**src/rtl/timer_arbiter_pkg.sv**
```systemverilog
// timer_arbiter_pkg
// Shared types and default sizing for the timer arbiter.
//   state_t      : FSM state encoding (IDLE, RUN, DONE)
//   DEF_NUM_REQ  : default number of requesters
//   DEF_WIDTH    : default period/count width
package timer_arbiter_pkg;

    typedef enum logic [1:0] {
        IDLE = 2'd0,
        RUN  = 2'd1,
        DONE = 2'd2
    } state_t;

    localparam int DEF_NUM_REQ = 4;
    localparam int DEF_WIDTH   = 32;

endpackage

```
**src/rtl/timer_core.sv**
```systemverilog
// timer_core
// Shared up-counter with terminal-count detect.
//   clk_in   : clock
//   rst_in   : async active-high reset
//   clear    : force count to 0 (wins over enable)
//   enable   : increment count by 1
//   period   : latched period of the current run
//   count    : current count (registered)
//   terminal : count == period-1, or constant 1 when period <= 1
module timer_core #(
    parameter int WIDTH = 32
) (
    input  logic             clk_in,
    input  logic             rst_in,
    input  logic             clear,
    input  logic             enable,
    input  logic [WIDTH-1:0] period,
    output logic [WIDTH-1:0] count,
    output logic             terminal
);

    logic [WIDTH-1:0] count_q;

    always_ff @(posedge clk_in or posedge rst_in) begin
        if (rst_in) begin
            count_q <= '0;
        end else if (clear) begin
            count_q <= '0;
        end else if (enable) begin
            count_q <= count_q + WIDTH'(1);
        end
    end

    // Periods 0 and 1 both mean a single cycle; the subtraction is only
    // evaluated for period >= 2 so it can never wrap.
    always_comb begin
        if (period <= WIDTH'(1)) begin
            terminal = 1'b1;
        end else begin
            terminal = (count_q == (period - WIDTH'(1)));
        end
    end

    assign count = count_q;

endmodule

```
**src/rtl/timer_arbiter.sv**
```systemverilog
// timer_arbiter
// Grants one shared timer to one of NUM_REQ requesters at a time.
// Optional macro: TIMER_ARBITER_ROUND_ROBIN_EN selects round-robin
// arbitration; when undefined, lowest index wins (fixed priority).
//   clk_in    : clock
//   rst_in    : async active-high reset
//   req_in    : per-requester request level
//   period_in : period of requester i in [i*WIDTH +: WIDTH]
//   grant_out : one-hot owner of the counter, else zero
//   done_out  : one-hot one-cycle completion pulse
//   busy_out  : high whenever the FSM is not IDLE
//   count_out : shared counter value
//
// state | meaning
// IDLE  | no owner; arbitrate among active requests
// RUN   | owner counting 0 .. period-1; abort if owner drops req
// DONE  | one-cycle completion pulse, then back to IDLE
module timer_arbiter
    import timer_arbiter_pkg::*;
#(
    parameter int NUM_REQ = DEF_NUM_REQ,
    parameter int WIDTH   = DEF_WIDTH
) (
    input  logic                     clk_in,
    input  logic                     rst_in,
    input  logic [NUM_REQ-1:0]       req_in,
    input  logic [NUM_REQ*WIDTH-1:0] period_in,
    output logic [NUM_REQ-1:0]       grant_out,
    output logic [NUM_REQ-1:0]       done_out,
    output logic                     busy_out,
    output logic [WIDTH-1:0]         count_out
);

    localparam int PTR_W = $clog2(NUM_REQ);

    state_t             state_q, state_d;
    logic [NUM_REQ-1:0] grant_q, grant_d;
    logic [NUM_REQ-1:0] done_q, done_d;
    logic               busy_q, busy_d;
    logic [WIDTH-1:0]   period_q, period_d;

    logic [PTR_W-1:0]   win_idx;
    logic [NUM_REQ-1:0] win_oh;
    logic               any_req;
    logic               core_clear;
    logic               core_enable;
    logic               core_terminal;

`ifdef TIMER_ARBITER_ROUND_ROBIN_EN
    logic [PTR_W-1:0]   ptr_q, ptr_d;
    logic               found;

    always_comb begin
        win_idx = '0;
        found   = 1'b0;
        for (int i = 0; i < NUM_REQ; i++) begin
            if (!found && req_in[(int'(ptr_q) + i) % NUM_REQ]) begin
                found   = 1'b1;
                win_idx = PTR_W'((int'(ptr_q) + i) % NUM_REQ);
            end
        end
    end
`else
    always_comb begin
        win_idx = '0;
        for (int i = NUM_REQ - 1; i >= 0; i--) begin
            if (req_in[i]) begin
                win_idx = PTR_W'(i);
            end
        end
    end
`endif

    assign any_req = |req_in;
    assign win_oh  = NUM_REQ'(1) << win_idx;

    always_comb begin
        state_d     = state_q;
        grant_d     = grant_q;
        done_d      = '0;
        busy_d      = busy_q;
        period_d    = period_q;
        core_clear  = 1'b1;
        core_enable = 1'b0;
`ifdef TIMER_ARBITER_ROUND_ROBIN_EN
        ptr_d       = ptr_q;
`endif
        case (state_q)
            IDLE: begin
                if (any_req) begin
                    state_d  = RUN;
                    grant_d  = win_oh;
                    busy_d   = 1'b1;
                    period_d = period_in[int'(win_idx)*WIDTH +: WIDTH];
`ifdef TIMER_ARBITER_ROUND_ROBIN_EN
                    ptr_d    = PTR_W'((int'(win_idx) + 1) % NUM_REQ);
`endif
                end
            end
            RUN: begin
                core_clear  = 1'b0;
                core_enable = 1'b1;
                // Abort wins over a coincident terminal count: no done pulse
                // for a requester that has already withdrawn.
                if ((req_in & grant_q) == '0) begin
                    state_d    = IDLE;
                    grant_d    = '0;
                    busy_d     = 1'b0;
                    core_clear = 1'b1;
                end else if (core_terminal) begin
                    state_d    = DONE;
                    done_d     = grant_q;
                    core_clear = 1'b1;
                end
            end
            DONE: begin
                state_d = IDLE;
                grant_d = '0;
                busy_d  = 1'b0;
            end
            default: begin
                state_d = IDLE;
                grant_d = '0;
                busy_d  = 1'b0;
            end
        endcase
    end

    always_ff @(posedge clk_in or posedge rst_in) begin
        if (rst_in) begin
            state_q  <= IDLE;
            grant_q  <= '0;
            done_q   <= '0;
            busy_q   <= 1'b0;
            period_q <= '0;
`ifdef TIMER_ARBITER_ROUND_ROBIN_EN
            ptr_q    <= '0;
`endif
        end else begin
            state_q  <= state_d;
            grant_q  <= grant_d;
            done_q   <= done_d;
            busy_q   <= busy_d;
            period_q <= period_d;
`ifdef TIMER_ARBITER_ROUND_ROBIN_EN
            ptr_q    <= ptr_d;
`endif
        end
    end

    timer_core #(
        .WIDTH(WIDTH)
    ) u_core (
        .clk_in  (clk_in),
        .rst_in  (rst_in),
        .clear   (core_clear),
        .enable  (core_enable),
        .period  (period_q),
        .count   (count_out),
        .terminal(core_terminal)
    );

    assign grant_out = grant_q;
    assign done_out  = done_q;
    assign busy_out  = busy_q;

endmodule

```
**config.mk**
```make
export PLATFORM = sky130hd
export DESIGN_NAME = timer_arbiter
export DESIGN_NICKNAME = d
export VERILOG_FILES = /design/src/rtl/timer_arbiter_pkg.sv /design/src/rtl/timer_core.sv /design/src/rtl/timer_arbiter.sv
export SDC_FILE = /design/constraint.sdc
export NUM_CORES = 1
export LEC_CHECK = 0
export CORE_UTILIZATION = 50
export DETAILED_ROUTE_END_ITERATION = 8
export DONT_BUFFER_PORTS = 1
export GPL_TIMING_DRIVEN = 0
export PLACE_DENSITY = 0.7
export SLEW_MARGIN = 20
export SYNTH_ARGS = -nofsm -noshare
export SYNTH_HDL_FRONTEND = slang
export SYNTH_SLANG_ARGS = --single-unit
```
**constraint.sdc**
```tcl
create_clock -name clk_in -period 4.31 [get_ports clk_in]
set_input_delay 0.431 -clock clk_in [delete_from_list [all_inputs] [get_ports clk_in]]
set_output_delay 0.431 -clock clk_in [all_outputs]
set_load 0.05 [all_outputs]
```
==> results summary <==
The delay of the slowest cell on the worst path is 0.83 ns. The die area came out at 0.0104 mm^2. Counting flops with a built-in enable in the synthesized netlist gives 0. At the end of routability-driven placement, the weighted congestion stood at 0.876. The post-synthesis average cell area came out at 8.73 um^2. The critical path's slowest cell is sky130_fd_sc_hd__nor4b_1. The power per unit of standard cell area came out at 539 mW/mm^2.

The tightest slew margin relative to the limit is 31.9%. The total power draw came out at 0.00295 W. The ratio of cells with drive above 1 in the final layout came out at 7.12%.

The first-pass GRT wire length came out at 23200 um. The warning count from the yosys run came out at 0. Detailed routing inserted a total of 4647 vias. The top cell type by area accounts for 37.6% of the synthesized area. The count of max-cap constraint violations came out at 0. STA classifies the critical path endpoint as a flop.

The worst voltage drop across the vdd grid came out at 354 uV. The post-layout minimum cycle time is 3.66 ns. The TritonCTS sink count came out at 75. Sequential elements use 37.6% of the synthesized area. The cell area after synthesis is 0.00499 mm^2. Data arrives at the worst endpoint at 3.88 ns.

The number of buffers inserted by port buffering is 0. Walking the worst path, the cells encountered are inv_1 -> ha_1 -> buf_2 -> nor4b_1 -> and4_1 -> nand3_1 -> nor4_1 -> o21ba_1 -> nor4_2 -> a41o_4 -> buf_8 -> nor2_1. The worst setup path is launched from a flop. The count of routing violations after the opening detailed-route iteration is 403. The detailed-routing iteration count for the pre-antenna-repair pass came out at 8. The wire length per cell after detailed routing came out at 20.6 um. The core box area came out at 0.00973 mm^2.

Prior to clock tree synthesis, the placed netlist has a worst setup slack of 0.691 ns. The via count normalized by instance count is 6.43. The number of antenna violations at the first check in global routing came to 0. The number of setup buffers added after CTS is 0. The register bit total from synthesis is 75. The total buffers and inverters traversed by the critical path is 3. The count of inserted antenna diode cells came out at 0. The horizontal die dimension came out at 102 um.

The clock tree skew after final layout is 0.0108 ns. The leftover overflow at the end of global routing came out at 0. The clock slew seen by the registers of the worst setup and hold paths is 0.08 ns. The aggregate negative setup slack is 0 ns.

The achievable clock frequency came out at 273 MHz. The ratio of final minimum period to clock period came out at 84.8%. The TritonCTS clock tree is yes. The pin slew with the least headroom to its limit is 1.01 ns.

The initialized floorplan defines 36 standard-cell rows. The final layout contains 722 nets. For this run, design rule violations remaining after detail routing come to 0. Setup violations remaining at the end of the flow were counted as 0. The CTS root buffer is sky130_fd_sc_hd__clkbuf_8.

The die is 102 um tall. The most instantiated flip-flop cell in the synthesis netlist is sky130_fd_sc_hd__dfrtp_1. The boundary pin count is 175. The count of final max-slew check failures came out at 0. The maximum number of pins on one net before global-route repair came out at 40. The run finished with clean final reports. The total clock buffers created by CTS came out at 9. The final instance area came out at 0.00547 mm^2. The worst-case setup margin in the final layout is 0.653 ns. After technology mapping, the gate count stands at 572. The final-report hold violation count is 0.

Yosys attributes the largest share of cell area to sky130_fd_sc_hd__dfrtp_1 (38%), sky130_fd_sc_hd__xnor2_1 (7.4%), sky130_fd_sc_hd__nor2_1 (6.9%), sky130_fd_sc_hd__a222oi_1 (5.4%), sky130_fd_sc_hd__xor2_1 (4.2%). The routed design has 14900 um of wire. After clock tree synthesis, the flow added hold-fix buffers numbering 1. Setup repair after global routing left no endpoint under its margin.

The worst hold slack is 0.209 ns. The deepest clock path buffer count came out at 2. The number of cells upsized or downsized after cts is 0. The share of flip-flops with an asynchronous set or reset after synthesis came out at 100%. The effective utilization at floorplan is 51.3%. The cell taking the most area after synthesis is sky130_fd_sc_hd__dfrtp_1.

The top cell family by delay on the critical path is simple AND/OR/NAND/NOR gates. The worst setup path is of the reg -> reg kind. The net count after synthesis is 709.

The number of global-route vias before repair came to 4392. The global-route usage over all layers is 29.9%. The post-place instance area came out at 0.00519 mm^2. The number of H-tree branching levels is 3. The post-detailed-route count of antenna-violating nets came out at 0. In this run the worst path has a maximum fanout of 10. The required time reported for the critical path endpoint came out at 4.53 ns.

The leakage power figure came out at 1.95 nW. Counting instances in the post-synthesis netlist gives the leading cell types as sky130_fd_sc_hd__nor2_1 (92), sky130_fd_sc_hd__dfrtp_1 (75), sky130_fd_sc_hd__nand2_1 (52). The detailed placer's ending HPWL is 11800 um.

The count of different cell masters after synthesis came out at 63. The min-delay analysis places its worst path in the category in -> reg. The cell with the most instances after synthesis is sky130_fd_sc_hd__nor2_1. The later pin in the worst-skew pair is clocked with a latency of 0.36 ns. Relative to the synthesized area, the layout overhead comes to 9.60%.
## worst reg2reg max path: cells and delay by family (launching register included)
family,cells,cell delay (ns)
AO/OA/AOI/OAI,2,0.56
buffers and inverters,3,0.45
adder cells (fa/ha/maj),1,0.14
flip-flops,1,0.47
AND/OR/NAND/NOR,6,1.90
## cell families after synthesis
kind of cell             Yosys count  synth area share [%]
AND/OR/NAND/NOR                  257                  26.6
buffers and inverters             52                  4.54
AO/OA/AOI/OAI                    117                  18.5
XOR/XNOR                          66                  11.6
multiplexers                       2                 0.426
adder cells (fa/ha/maj)            3                 0.752
flip-flops                        75                  37.6
## registers in the layout, summed over array words and instances, names as in the netlist
signal	cells
grant_out	4
state_q	2
u_core.count	32
busy_out	1
period_q	32
done_out	4
## layout by cell type, fill, tap and decap left out, types with 5 or more instances in the layout
cell / count
sky130_fd_sc_hd__clkbuf_8: 10
sky130_fd_sc_hd__a31oi_1: 29
sky130_fd_sc_hd__nand4_1: 13
sky130_fd_sc_hd__dfrtp_1: 75
sky130_fd_sc_hd__nand2_1: 52
sky130_fd_sc_hd__xor2_1: 24
sky130_fd_sc_hd__or4_1: 7
sky130_fd_sc_hd__a222oi_1: 27
sky130_fd_sc_hd__nor4_1: 6
sky130_fd_sc_hd__clkbuf_1: 30
sky130_fd_sc_hd__xnor2_1: 42
sky130_fd_sc_hd__nor2_1: 92
sky130_fd_sc_hd__a22oi_1: 12
sky130_fd_sc_hd__o21ai_0: 13
sky130_fd_sc_hd__inv_1: 14
sky130_fd_sc_hd__nor2b_1: 5
sky130_fd_sc_hd__nand3b_1: 5
sky130_fd_sc_hd__a22o_1: 9
sky130_fd_sc_hd__nor3_1: 18
sky130_fd_sc_hd__nand3_1: 19
## through the flow
step	util [%]	cells
global route	56.2	723
CTS	56.2	723
global placement	53.0	705
finish	56.2	723
floorplan	-	572
detailed placement	53.3	706
## power by group
part	switching, W	leakage, nW	internal, W
registers	0.000342	0.961	0.000874
logic	0.000591	0.853	0.000406
clock network	0.000274	0.133	0.000460
## final timing paths
kind                                start              end  depth (start not counted)  slack, ns
max                           period_q[0]  u_core.count[0]                         12       0.65
min                        period_in[117]     period_q[21]                          2       0.21
max reg2reg                   period_q[0]  u_core.count[0]                         12       0.65
min reg2reg                   period_q[1]      period_q[1]                          2       0.63
max in group asynchronous          rst_in  u_core.count[2]                          3       3.17
min in group asynchronous          rst_in      done_out[3]                          2       0.56
## layer usage
| metal | wire length [um] | track usage, % | up-vias | share of wire [%] |
|---|---|---|---|---|
| li1 | - | - | 2148 | - |
| met3 | 1030 | 5.54 | 44 | 6.9 |
| met1 | 6160 | 38.2 | 2233 | 41 |
| met2 | 7090 | 48.6 | 222 | 48 |
| met5 | 0 | 0 | - | 0 |
| met4 | 634 | 15.3 | 0 | 4.3 |
## layout make-up
cell class | instances | area, um^2
Clock buffer | 10 | 138
Tap cell | 133 | 166
Clock inverter | 6 | 136
Timing Repair Buffer | 2 | 30.0
Buffer | 37 | 170
Inverter | 15 | 58.8
Sequential cell | 75 | 1880
Multi-Input combinational cell | 445 | 2890
Fill cell | 920 | 4260
Power figures use the tool's default switching activity.
